<file path="config.mk">
export PLATFORM = sky130hd
export DESIGN_NAME = clock_display_driver_flat
export DESIGN_NICKNAME = d
export VERILOG_FILES = /design/src/rtl/clock_display_if.sv /design/src/rtl/clock_display_driver.sv /design/src/flat_wrapper.sv
export SDC_FILE = /design/constraint.sdc
export NUM_CORES = 1
export LEC_CHECK = 0
export BUFFER_PORTS_ARGS = -buffer_cell sky130_fd_sc_hd__buf_2
export CAP_MARGIN = 40
export CORE_ASPECT_RATIO = 1.5
export CORE_MARGIN = 1
export CORE_UTILIZATION = 51
export CTS_CLUSTER_SIZE = 40
export DETAILED_ROUTE_END_ITERATION = 10
export PLACE_DENSITY_LB_ADDON = 0.08
export SYNTH_ARGS = -nofsm -noshare
export SYNTH_HDL_FRONTEND = slang
export SYNTH_SLANG_ARGS = --single-unit
export TNS_END_PERCENT = 10
</file>
<file path="constraint.sdc">
create_clock -name clk -period 2.4 [get_ports clk]
set_clock_uncertainty 0.1 [all_clocks]
set_input_delay 0.12 -clock clk [delete_from_list [all_inputs] [get_ports clk]]
set_output_delay 0.12 -clock clk [all_outputs]
set_load 0.05 [all_outputs]
</file>
<file path="src/rtl/clock_display_if.sv">
// Display-side bundle between the clock counter and the 7-segment scan driver.
// The master side drives time of day; the slave side drives the board pins.
interface clock_display_if;
    logic       pm;
    logic [7:0] hh;
    logic [7:0] mm;
    logic [7:0] ss;
    logic [6:0] seg;
    logic       dp;
    logic [5:0] an;
    logic       frame;
    logic       bcd_err;

    modport master (
        output pm, hh, mm, ss,
        input  seg, dp, an, frame, bcd_err
    );

    modport slave (
        input  pm, hh, mm, ss,
        output seg, dp, an, frame, bcd_err
    );
endinterface

</file>
<file path="src/rtl/clock_display_driver.sv">
// Six-digit multiplexed 7-segment driver for the time-of-day display.
// A coherent snapshot of {pm,hh,mm,ss} is taken once per scan frame, then
// one digit per slot is decoded and driven with a short all-dark blanking
// window at the start of every slot.
//
// state   | meaning
// --------+--------------------------------------------------------------
// ST_LOAD | first cycle out of reset: take the first snapshot, hold scan
// ST_SCAN | free-running scan; snapshot again on every frame wrap
module clock_display_driver #(
    parameter int SCAN_DIV  = 50000,
    parameter int BLANK_CYC = 100,
    parameter bit BLANK_LZ  = 1'b1
) (
    input logic            clk,
    input logic            reset,
    clock_display_if.slave bus
);

    localparam int PRE_W = (SCAN_DIV > 1) ? $clog2(SCAN_DIV) : 1;
    localparam logic [PRE_W-1:0] PRE_LAST  = PRE_W'(SCAN_DIV - 1);
    localparam logic [PRE_W-1:0] BLANK_PRE = PRE_W'(BLANK_CYC);

    typedef enum logic [0:0] {
        ST_LOAD = 1'b0,
        ST_SCAN = 1'b1
    } state_t;

    state_t           state;
    state_t           state_nxt;

    logic [PRE_W-1:0] pre;
    logic [2:0]       idx;
    logic             step;
    logic             advance;
    logic             load;

    logic             pm_s;
    logic [7:0]       hh_s;
    logic [7:0]       mm_s;
    logic [7:0]       ss_s;

    logic [3:0]       nib;
    logic [6:0]       seg_on;
    logic             dp_on;
    logic             lz_blank;
    logic [5:0]       an_nxt;
    logic             snap_bad;

    logic [6:0]       seg_q;
    logic             dp_q;
    logic [5:0]       an_q;
    logic             frame_q;
    logic             bcd_err_q;

    // Active-high gfedcba pattern; anything outside 0..9 shows a dash.
    function automatic logic [6:0] seg_decode(input logic [3:0] value);
        logic [6:0] pat;
        case (value)
            4'd0:    pat = 7'h3F;
            4'd1:    pat = 7'h06;
            4'd2:    pat = 7'h5B;
            4'd3:    pat = 7'h4F;
            4'd4:    pat = 7'h66;
            4'd5:    pat = 7'h6D;
            4'd6:    pat = 7'h7D;
            4'd7:    pat = 7'h07;
            4'd8:    pat = 7'h7F;
            4'd9:    pat = 7'h6F;
            default: pat = 7'h40;
        endcase
        return pat;
    endfunction

    function automatic logic byte_bad(input logic [7:0] value);
        return (value[3:0] > 4'd9) || (value[7:4] > 4'd9);
    endfunction

    assign step = (pre == PRE_LAST);

    // State register for the load/scan sequencer.
    always_ff @(posedge clk) begin
        if (reset) begin
            state <= ST_LOAD;
        end else begin
            state <= state_nxt;
        end
    end

    // Sequencer: the load cycle holds the prescaler so the first frame after
    // reset starts cleanly at slot 0 with the fresh snapshot already in place.
    always_comb begin
        state_nxt = state;
        load      = 1'b0;
        advance   = 1'b0;
        case (state)
            ST_LOAD: begin
                load      = 1'b1;
                state_nxt = ST_SCAN;
            end
            ST_SCAN: begin
                advance = 1'b1;
                if (step && (idx == 3'd5)) begin
                    load = 1'b1;
                end
            end
            default: begin
                state_nxt = ST_LOAD;
            end
        endcase
    end

    // Slot prescaler and digit index.
    always_ff @(posedge clk) begin
        if (reset) begin
            pre <= '0;
            idx <= 3'd0;
        end else if (advance) begin
            if (step) begin
                pre <= '0;
                idx <= (idx == 3'd5) ? 3'd0 : idx + 3'd1;
            end else begin
                pre <= pre + 1'b1;
            end
        end
    end

    assign snap_bad = byte_bad(bus.hh) || byte_bad(bus.mm) || byte_bad(bus.ss);

    // Snapshot shadow, frame pulse and sticky BCD error flag.
    always_ff @(posedge clk) begin
        if (reset) begin
            pm_s      <= 1'b0;
            hh_s      <= 8'h00;
            mm_s      <= 8'h00;
            ss_s      <= 8'h00;
            frame_q   <= 1'b0;
            bcd_err_q <= 1'b0;
        end else begin
            frame_q <= load;
            if (load) begin
                pm_s <= bus.pm;
                hh_s <= bus.hh;
                mm_s <= bus.mm;
                ss_s <= bus.ss;
                if (snap_bad) begin
                    bcd_err_q <= 1'b1;
                end
            end
        end
    end

    // Pick the nibble for the current slot.
    always_comb begin
        nib = 4'd0;
        case (idx)
            3'd0:    nib = ss_s[3:0];
            3'd1:    nib = ss_s[7:4];
            3'd2:    nib = mm_s[3:0];
            3'd3:    nib = mm_s[7:4];
            3'd4:    nib = hh_s[3:0];
            3'd5:    nib = hh_s[7:4];
            default: nib = 4'd0;
        endcase
    end

    assign seg_on = seg_decode(nib);

    // Decimal point: PM marker on slot 0, 1 Hz colon blink on slots 2 and 4.
    always_comb begin
        dp_on = 1'b0;
        case (idx)
            3'd0:       dp_on = pm_s;
            3'd2, 3'd4: dp_on = ~ss_s[0];
            default:    dp_on = 1'b0;
        endcase
    end

    assign lz_blank = BLANK_LZ && (hh_s[7:4] == 4'd0);

    // Anode select: dark during the blanking window and for a blanked leading zero.
    always_comb begin
        an_nxt = 6'h3F;
        if ((pre >= BLANK_PRE) && !((idx == 3'd5) && lz_blank)) begin
            an_nxt = ~(6'd1 << idx);
        end
    end

    // Pin registers; segment data only moves at slot boundaries where pre=0,
    // which is inside the blanking window.
    always_ff @(posedge clk) begin
        if (reset) begin
            seg_q <= 7'h7F;
            dp_q  <= 1'b1;
            an_q  <= 6'h3F;
        end else begin
            seg_q <= ~seg_on;
            dp_q  <= ~dp_on;
            an_q  <= an_nxt;
        end
    end

    assign bus.seg     = seg_q;
    assign bus.dp      = dp_q;
    assign bus.an      = an_q;
    assign bus.frame   = frame_q;
    assign bus.bcd_err = bcd_err_q;

endmodule
</file>
<file path="src/flat_wrapper.sv">
// flat-port wrapper written by rule: the top's interface ports become plain ports
module clock_display_driver_flat 
#(
    parameter int SCAN_DIV  = 50000,
    parameter int BLANK_CYC = 100,
    parameter bit BLANK_LZ  = 1'b1
)
  (clk, reset, bus_pm, bus_hh, bus_mm, bus_ss, bus_seg, bus_dp, bus_an, bus_frame, bus_bcd_err);
  clock_display_if bus_i ();
  input logic clk;
  input logic reset;
  input wire logic [$bits(bus_i.pm)-1:0] bus_pm;
  input wire logic [$bits(bus_i.hh)-1:0] bus_hh;
  input wire logic [$bits(bus_i.mm)-1:0] bus_mm;
  input wire logic [$bits(bus_i.ss)-1:0] bus_ss;
  output wire logic [$bits(bus_i.seg)-1:0] bus_seg;
  output wire logic [$bits(bus_i.dp)-1:0] bus_dp;
  output wire logic [$bits(bus_i.an)-1:0] bus_an;
  output wire logic [$bits(bus_i.frame)-1:0] bus_frame;
  output wire logic [$bits(bus_i.bcd_err)-1:0] bus_bcd_err;
  assign bus_i.pm = bus_pm;
  assign bus_i.hh = bus_hh;
  assign bus_i.mm = bus_mm;
  assign bus_i.ss = bus_ss;
  assign bus_seg = bus_i.seg;
  assign bus_dp = bus_i.dp;
  assign bus_an = bus_i.an;
  assign bus_frame = bus_i.frame;
  assign bus_bcd_err = bus_i.bcd_err;
  clock_display_driver #(.SCAN_DIV(SCAN_DIV), .BLANK_CYC(BLANK_CYC), .BLANK_LZ(BLANK_LZ)) u_core (.clk(clk), .reset(reset), .bus(bus_i));
endmodule
</file>
=== After elaboration in Yosys (flattened, before gate mapping) ===
Memory sizes are Yosys's and may differ from the RTL's.
Cells that the tools add are included.

* Bits in registers: 61
* Latch bits: 0
* Bits in writable memories: 0
* Bits in read-only memories: 112
* Memories kept: 1

{| class="wikitable"
|+ Memories
! memory !! words !! bits a word !! read ports !! clocked after Yosys merged registers in !! wr ports !! line !! RTL
|-
| (no name shown) || 16 || 7 || 1 || 0 || 0 || clock_display_driver.sv:59 || <nowiki>case (value)</nowiki>
|}

* $add $sub $neg: 2
* Multipliers: 0
* Div/mod/pow operators: 0
* Order comparisons: 7
* Equality and inequality tests: 6
* Shifts and indexed selects: 1
* Mux-type cells: 8
* Bitwise gates (word level): 6
* Reductions and logical operators: 15

{| class="wikitable"
|+ Operators by type and width
! cell !! count
|-
| 4-bit > comparator, second input constant || 6
|-
| 4-bit case mux with 6 select lines || 1
|-
| 16-bit by 1-bit adder with 16-bit output, second input constant || 1
|-
| 16-bit equality test, second input constant || 1
|-
| 16-bit by 7-bit greater-or-equal comparator with 1-bit output, second input constant || 1
|-
| 16-bit two-way mux || 1
|-
| 7-bit inverter || 1
|-
| 3-bit by 2-bit equality test with 1-bit output, second input constant || 2
|-
| 3-bit equality test, second input constant || 2
|-
| 6-bit inverter || 1
|-
| 1-bit by 3-bit << shifter with 6-bit output, first input constant || 1
|-
| 1-bit logical OR || 5
|-
| 4-bit zero test || 1
|-
| 1-bit inverter || 4
|-
| 1-bit case mux with 2 select lines || 2
|-
| 2-bit AND reduction || 2
|-
| 2-bit OR reduction || 2
|-
| 3-bit by 1-bit adder with 3-bit output, second input constant || 1
|-
| 3-bit by 1-bit equality test with 1-bit output, second input constant || 1
|-
| 1-bit logical AND || 3
|-
| 3-bit zero test || 1
|-
| 1-bit two-way mux || 3
|-
| 3-bit two-way mux || 1
|-
| 1-bit zero test || 1
|}

=== Depth between registers and ports, before layout ===
Gate-level depths: netlist of the first run.

* Depth after elaboration: 6
* Gate-level depth with buffers: 10
* Mapped depth without buffers: 9

=== Least setup slack after synthesis of the first run ===
Ideal clock, no wire load.

* Path kind: flip-flop to flip-flop
* From: register u_core.idx[1]
* To: register u_core.seg_q[4] (netlist: u_core.bus.seg[4])
* Arrival time: 2.293 ns
* Required time: 2.178 ns
* Setup slack: -0.115 ns
* Cell stages (with the launch flop): 10
* Path through: dfxtp_1 buf_1 and2_1 ha_1 and2_1 a311o_1 a211o_1 buf_2 or2_1 o32a_1

* Longest elaborated chain between the ends: 4
* Elaborated cells on any way between the ends: 9
* Those cells by class: 5 x eq/ne; 1 x mux; 1 x bitwise; 1 x reduce/logical; 1 x memory

{| class="wikitable"
|+ RTL lines
! what !! line !! RTL
|-
| start, declared || clock_display_driver.sv:33 || <nowiki>logic [2:0] idx;</nowiki>
|-
| start signal, assigned || clock_display_driver.sv:121 || <nowiki>idx <= (idx == 3'd5) ? 3'd0 : idx + 3'd1;</nowiki>
|-
| 3-bit equality test, or another cell as far along || clock_display_driver.sv:156 || <nowiki>case (idx)</nowiki>
|-
| 4-bit case mux with 6 select lines * || clock_display_driver.sv:156 ||
|-
| memory read 16 x 7 bit * || n/a ||
|-
| 7-bit inverter * || clock_display_driver.sv:197 || <nowiki>seg_q <= ~seg_on;</nowiki>
|-
| end signal, assigned || clock_display_driver.sv:197 ||
|-
| end, declared || clock_display_driver.sv:50 || <nowiki>logic [6:0] seg_q;</nowiki>
|}

Mark *: on every way between the ends. The rest lies on a longest branch, timed or not.
A chain may end at the register's enable or synchronous reset.

=== Worst setup path in the final report of the first run ===
Ends and elaborated chain as after synthesis.

==> results of run 1 <==
## Yosys cell counts (4+ instances only)
library cell and n:
a21oi_1 6, and2_1 4, clkbuf_1 4, dfxtp_1 61, ha_1 9, inv_1 14
mux2i_1 33, nand2_1 15, nand3_1 10, nor2_1 45, o21ai_0 10, o32a_1 4
xnor2_1 5, xor2_1 11
## power by group
part	total (mW)	internal, mW	switching [mW]
sequential	1.08	1.06	0.0276
clock	0.760	0.394	0.366
combinational	0.271	0.120	0.151
## state kept, by name, indices dropped and copies added (netlist names)
register and count:
u_core.bus.dp 1, u_core.ss_s 8, u_core.hh_s 8, u_core.pm_s 1, u_core.idx 3, u_core.bus.bcd_err 1, u_core.bus.frame 1, u_core.bus.seg 7
u_core.pre 16, u_core.state 1, u_core.bus.an 6, u_core.mm_s 8
## kinds of logic (layout without fill, tap and decap cells)
kind of cell    count (synthesis)  after routing  synth area share [%]
mux                            35             35                  12.7
xor+xnor                       16             16                  5.04
flops                          61             61                  43.9
compound gates                 35             35                  9.04
buf+inv                        28            111                  6.20
simple gates                  103            103                  19.1
fa+ha+maj                       9              9                  4.05
## through the flow
step                hold WS [ns]  utilization, %
finish                    0.0630            67.1
global route              0.0763            67.1
CTS                       0.0596            67.1
detailed placement         0.263            59.3
global placement           0.257            59.3
floorplan                  0.167               -
## final cells by class
| type | count | area, µm² |
|---|---|---|
| Fill cell | 458 | 1710 |
| Inverter | 14 | 52.6 |
| Sequential cell | 61 | 1220 |
| Timing Repair Buffer | 82 | 586 |
| Multi-Input combinational cell | 198 | 1390 |
| Clock buffer | 13 | 149 |
| Tap cell | 68 | 85.1 |
| Clock inverter | 2 | 10.0 |
## routing by layer
| metal | up-vias | global-route usage, % | wire [µm] |
|---|---|---|---|
| met3 | 16 | 5.67 | 211 |
| met4 | 0 | 13.2 | 182 |
| li1 | 1152 | - | - |
| met2 | 42 | 43.9 | 3330 |
| met1 | 1060 | 24.3 | 2630 |
| met5 | - | 0 | 0 |
## worst max-delay path by stage
| stage | cells past startpoint | endpoint | startpoint | slack [ns] |
|---|---|---|---|---|
| CTS | 7 | u_core.bus.seg[4]$_SDFF_PP1_ | u_core.idx[1]$_SDFFE_PP0P_ | 0.17 |
| finish | 7 | u_core.bus.seg[4]$_SDFF_PP1_ | u_core.idx[1]$_SDFFE_PP0P_ | 0.16 |
| floorplan | 9 | u_core.bus.seg[4]$_SDFF_PP1_ | u_core.idx[1]$_SDFFE_PP0P_ | 0.003 |
| detailed placement | 7 | u_core.bus.seg[3]$_SDFF_PP1_ | u_core.idx[1]$_SDFFE_PP0P_ | 0.18 |
| global placement | 7 | u_core.bus.seg[0]$_SDFF_PP1_ | u_core.idx[1]$_SDFFE_PP0P_ | 0.23 |
| global route | 9 | u_core.bus.seg[3]$_SDFF_PP1_ | u_core.idx[1]$_SDFFE_PP0P_ | 0.05 |
## what timing repair did
item | in CTS | in global routing
setup buffers | 0 | 0
hold buffers | 25 | 0
endpoints found under the hold margin | 25 | 0
==> out/qor.yml, run 1 <==
cts_repair_resize_count: 0
min_to: "u_core.idx[0]$_SDFFE_PP0P_"
yosysUniqueCellTypes: 52
drt-total-wl_um: 6360
syn-num-nets: 323
status: "complete, no violations"
finalHoldViolCount: 0
max-cap-violations: 0
worstReg2RegStart: "u_core.idx[1]$_SDFFE_PP0P_"
seq_area_frac_synth_pct: 43.9
syn_area_um2: 2780
synth_largest_area_cell: "dfxtp_1"
n_antenna_cell: 0
worstMarginPinSlew_ns: 0.402
synth_top_cell_area_share_pct: 43.9
port_buffers: 42
cp_max_fo: 5
dpl.hpwl_um: 4450
place_congestion: 0.804
ios: 43
ys_ff_latch: 61
dieWidth_um: 62.3
mostFrequentLayoutCell: "dfxtp_1"
cts-buffers-inserted: 9
cp_top_family: "compound AO/OA/AOI/OAI gates"
clk_pin_slew_ns: 0.06
die_area_um2: 5760
fin_cells: 438
peakVddDrop_mv: 0.398
vias_per_cell: 5.18
synthTopCellsByArea: "dfxtp_1, mux2i_1, nor2_1"
yosysWarnings: 0
root_buffer: "clkbuf_8"
cpPeakStageDelay_ns: 0.34
final_max_slew_viol_count: 0
finalCritPeriodShare_pct: 93.2
timing.final.ws_setup_ns: 0.163
hold_path.class: "primary input to register"
dieHeight_um: 92.5
track_usage_pct: 23.8
cp_data_required_time_ns: 2.52
whs_path_depth: 2
cp.buffers_inverters: 0
grt_pass1_wl_um: 10500
synthCells: 287
dp_slack_ns: 0.185
min_from: "reset"
crit_arrival_ns: 2.36
dr.pass1.iters: 4
slowest_stage: "dfxtp_1"
ant_nets: 0
r2r_setup_slack_ns: 0.16
drive_gt1_share_pct: 22.2
finalInstanceArea_um2: 3490
period_needed_ns: 2.24
fmax_mhz: 447
rr_endpoint: "u_core.bus.seg[4]$_SDFF_PP1_"
dp_cells: 398
setup-tns-final_ns: 0
grt_max_degree: 28
core.rowCount: 32
place_area_um2: 3090
rsz0062_at_grt: "false"
drc: 0
criticalPathCategory: "register to register"
syn_avg_cell_area_um2: 9.70
cpMostUsedCell: "and2_1"
fin_nets: 402
crit_chain: "and2_1 -> ha_2 -> and2_1 -> a311o_1 -> a211o_1 -> or2_1 -> o32a_1"
cts_tree: "built"
syn2layout_area_growth_pct: 25.6
start_util_pct: 53.5
fin_total_pwr_mw: 2.12
grt_pass1_vias: 2292
overflow: 0
r2r_cells: 7
antenna_found_initial: 0
p_leak_nw: 1.52
final_cell_mix: "dfxtp_1, nor2_1, buf_2"
synth_flop_cell: "dfxtp_1"
final-setup-viol-count: 0
synth_edf_count: 0
htree_levels: 3
async_reset_ff_share_pct: 0
wl_per_cell_um: 14.5
start_kind: "register"
vias: 2270
core_region_area_um2: 5200
slew-limit-headroom_pct: 72.9
cts_sinks: 61
power.density_nw_per_um2: 605
drt-initial-drc-count: 98
clk_path_buf_depth: 2
cp-end-kind: "register"
clkLatencyLatePin_ns: 0.34
Power figures use the tool's default switching activity.
==> run 2: changes to the inputs <==
Settings changed: RECOVER_POWER set to 25.
==> out/qor.yml, run 2 (synthesis gave the netlist of run 1 again) <==
clk_path_buf_depth: 2
die_area_um2: 5760
finalInstanceArea_um2: 3470
criticalPathCategory: "register to register"
finalHoldViolCount: 0
clkPwrFrac_pct: 36.0
clkLatencyLatePin_ns: 0.34
cp_top_family: "compound AO/OA/AOI/OAI gates"
core.rowCount: 32
drive_gt1_share_pct: 17.0
cts-buffers-inserted: 9
dpl.hpwl_um: 4450
fin_cells: 438
cpPeakStageDelay_ns: 0.34
regMostFlops: "u_core.pre"
slowest_stage: "dfxtp_1"
power.density_nw_per_um2: 609
met1Wirelength_um: 2620
cts_repair_resize_count: 0
cts_sinks: 61
core_region_area_um2: 5200
dieWidth_um: 62.3
setup-tns-final_ns: 0
p_switching_uw: 543
crit_arrival_ns: 2.36
cp_max_fo: 5
wl_met3_um: 219
start_kind: "register"
drt-initial-drc-count: 95
final_cell_mix: "dfxtp_1, nor2_1, mux2i_1"
top_layer: "met4"
cp-end-kind: "register"
cpMostUsedCell: "and2_1"
peakVddDrop_mv: 0.398
overflow: 0
antenna_found_initial: 0
dr.pass1.iters: 4
fmax_mhz: 447
combinationalPowerShare_pct: 12.6
finish.utilization_pct: 66.6
grt_max_degree: 28
dieHeight_um: 92.5
n_antenna_cell: 0
grt_pass1_wl_um: 10500
vias: 2272
slew-limit-headroom_pct: 37.8
htree_levels: 3
fin_total_pwr_mw: 2.11
max-cap-violations: 0
switching_share_pct: 25.8
syn2layout_area_growth_pct: 24.6
track_usage_pct: 23.8
period_needed_ns: 2.24
mostFrequentLayoutCell: "dfxtp_1"
worstMarginPinSlew_ns: 0.933
cts_setup_buffers: 0
root_buffer: "clkbuf_8"
status: "complete, no violations"
final_max_slew_viol_count: 0
ant_nets: 0
largest_reg_flops: 16
ios: 43
finalCritPeriodShare_pct: 93.3
final-setup-viol-count: 0
route.met2.wl_um: 3330
dp_cells: 398
clk_pin_slew_ns: 0.06
drc: 0
place_area_um2: 3090
cts_tree: "built"
hold_path.class: "primary input to register"
cp_data_required_time_ns: 2.52
cp.buffers_inverters: 0
drt-total-wl_um: 6350
fillerInstances: 470
crit_chain: "and2_1 -> ha_2 -> and2_1 -> a311o_1 -> a211o_1 -> or2_1 -> o32a_1"
grt_pass1_vias: 2292
p_int_mw: 1.57
fin_nets: 402
vias_per_cell: 5.19
wl_per_cell_um: 14.5
place_congestion: 0.804
port_buffers: 42
seq_power_share_pct: 51.4
start_util_pct: 53.5
rsz0062_at_grt: "false"
p_leak_nw: 1.48
==> run 2: cell count changes in the layout (fill, tap and decap cells not counted) <==
cell      delta
buf_4        -2
buf_2       -17
clkbuf_1    +19
==> run 2: layout make-up <==
class / instances / area (µm²) / area share [%]
Sequential cell: 61 / 1220 / 35.2
Inverter: 14 / 52.6 / 1.52
Clock inverter: 2 / 10.0 / 0.289
Clock buffer: 13 / 149 / 4.30
Timing Repair Buffer: 82 / 557 / 16.1
Tap cell: 68 / 85.1 / 2.45
Multi-Input combinational cell: 198 / 1390 / 40.1
==> run 2: timing repair <==
item                       CTS  global route
setup endpoints to repair    0             0
hold buffers                25             0
hold endpoints to repair    25             0
==> run 2: worst paths after layout <==
check | endpoint | startpoint | slack, ns | cells after the start
setup / recovery | u_core.bus.seg[4]$_SDFF_PP1_ | u_core.idx[1]$_SDFFE_PP0P_ | 0.16 | 7
hold reg to reg | u_core.bus.bcd_err$_SDFFE_PP0P_ | u_core.bus.bcd_err$_SDFFE_PP0P_ | 0.38 | 2
setup reg to reg | u_core.bus.seg[4]$_SDFF_PP1_ | u_core.idx[1]$_SDFFE_PP0P_ | 0.16 | 7
hold / removal | u_core.idx[0]$_SDFFE_PP0P_ | reset | 0.26 | 2
==> run 2: metal layers <==
layer	vias to the layer above	global-route usage, %
met5	-	0
met4	0	13.2
met3	16	5.67
met2	46	43.9
met1	1057	24.3
li1	1153	-
==> run 2: metrics by stage <==
| stage | worst slack (ns) | hold WS (ns) |
|---|---|---|
| floorplan | 0.00270 | 0.167 |
| global placement | 0.229 | 0.257 |
| detailed placement | 0.185 | 0.263 |
| CTS | 0.167 | 0.0596 |
| global route | 0.0455 | 0.296 |
| finish | 0.162 | 0.257 |
==> run 2: power groups by stage <==
stage / combinational [mW] / clock [mW] / sequential (mW)
2_1_floorplan: 0.128 / 0 / 1.15
3_3_place_gp: 0.237 / 0 / 1.11
3_5_place_dp: 0.240 / 0 / 1.11
4_1_cts: 0.272 / 0.776 / 1.08
5_1_grt: 0.289 / 0.818 / 1.09
6_report: 0.266 / 0.759 / 1.09
==> run 3: changes to the inputs <==
Settings changed: CORE_MARGIN 1 to 4.
==> out/qor.yml, run 3 (synthesis gave the netlist of run 1 again) <==
status: "complete, no violations"
final-setup-viol-count: 0
ff_latch_area_um2: 1220
start_util_pct: 53.5
grt_max_degree: 37
cp.depth: 6
largest_reg_flops: 16
regMostFlops: "u_core.pre"
place_congestion: 0.845
power.density_nw_per_um2: 605
hold_path.class: "register to register"
overflow: 0
drt-total-wl_um: 6240
fmax_mhz: 439
finish.utilization_pct: 67.1
port_buffers: 42
ant_nets: 0
crit_chain: "mux2_2 -> a222oi_1 -> a21boi_2 -> inv_1 -> ha_1 -> o32a_1"
worstMarginPinSlew_ns: 0.612
core_region_area_um2: 5200
timing.final.ws_setup_ns: 0.124
peakVddDrop_mv: 0.383
r2r_cells: 6
finalCritPeriodShare_pct: 94.8
cts_setup_buffers: 0
p_leak_nw: 1.50
vias_per_cell: 5.12
die_area_um2: 6730
cts_sinks: 61
track_usage_pct: 20.3
drc: 0
n_antenna_cell: 0
final_cell_mix: "dfxtp_1, nor2_1, mux2i_1"
rsz0062_at_grt: "false"
drt-initial-drc-count: 170
ios: 43
final_max_slew_viol_count: 0
slowest_stage: "dfxtp_1"
clk_pin_slew_ns: 0.06
period_needed_ns: 2.28
dieWidth_um: 68.3
multi_input_area_um2: 1390
cts-buffers-inserted: 9
fillerInstances: 438
root_buffer: "clkbuf_8"
cp.buffers_inverters: 1
clkLatencyLatePin_ns: 0.33
grt_pass1_vias: 2261
slew-limit-headroom_pct: 59.4
clk_path_buf_depth: 2
finalHoldViolCount: 0
core.rowCount: 32
hold_ws_ns: 0.375
whs_path_depth: 2
finalInstanceArea_um2: 3490
htree_levels: 3
antenna_found_initial: 0
dp_slack_ns: 0.143
cp-end-kind: "register"
dr.pass1.iters: 4
cpPeakStageDelay_ns: 0.40
max-cap-violations: 0
setup-tns-final_ns: 0
crit_arrival_ns: 2.39
cp_top_family: "compound AO/OA/AOI/OAI gates"
start_kind: "register"
cp_data_required_time_ns: 2.52
vias: 2247
wl_per_cell_um: 14.2
cts_hold_buf: 26
dieHeight_um: 98.5
grt_pass1_wl_um: 10400
syn2layout_area_growth_pct: 25.5
place_area_um2: 3090
cts_tree: "built"
mostFrequentLayoutCell: "dfxtp_1"
drive_gt1_share_pct: 17.8
dpl.hpwl_um: 4390
criticalPathCategory: "register to register"
cts_repair_resize_count: 0
fin_nets: 404
cp_max_fo: 5
-- run 3: cell types whose count changed in the layout (fill, tap and decap cells not counted), sizes merged --
| cell | previous run | this run |
|---|---|---|
| buf | 38 | 41 |
| dlygate4sd3 | 25 | 26 |
| clkbuf | 32 | 29 |
-- run 3: power breakdown --
part	switching, mW	internal (mW)
clock network	0.346	0.416
registers	0.0274	1.06
logic	0.151	0.116
total	0.524	1.59
-- run 3: final timing paths --
kind | slack, ns | start | to
max | 0.12 | u_core.idx[2]$_SDFFE_PP0P_ | u_core.bus.seg[5]$_SDFF_PP1_
min | 0.38 | u_core.bus.bcd_err$_SDFFE_PP0P_ | u_core.bus.bcd_err$_SDFFE_PP0P_
max reg2reg | 0.12 | u_core.idx[2]$_SDFFE_PP0P_ | u_core.bus.seg[5]$_SDFF_PP1_
min reg2reg | 0.38 | u_core.bus.bcd_err$_SDFFE_PP0P_ | u_core.bus.bcd_err$_SDFFE_PP0P_
-- run 3: cell type report --
cell class	instances	share of cell area, %
Sequential cell	61	35.0
Timing Repair Buffer	84	16.5
Multi-Input combinational cell	198	39.8
Tap cell	68	2.44
Clock buffer	12	4.44
Clock inverter	2	0.287
Inverter	14	1.50
-- run 3: worst reg2reg max path: stages, from the launching register on --
cell      delay, ns
dfxtp_1        0.40
mux2_2         0.35
a222oi_1       0.34
a21boi_2       0.33
inv_1          0.12
ha_1           0.20
o32a_1         0.33
-- run 3: metal layers --
layer	global-route usage (%)	share of wire (%)	up-vias
met4	7.20	1.6	0
met5	0	0	-
met3	6.27	3.1	9
met2	35.1	54	32
met1	22.5	41	1047
li1	-	-	1159
-- run 3: through the flow --
step | instances | total power [mW]
6_report | 439 | 2.11
5_1_grt | 439 | 2.22
4_1_cts | 439 | 2.14
3_5_place_dp | 399 | 1.35
3_3_place_gp | 399 | 1.34
2_1_floorplan | 287 | 1.28
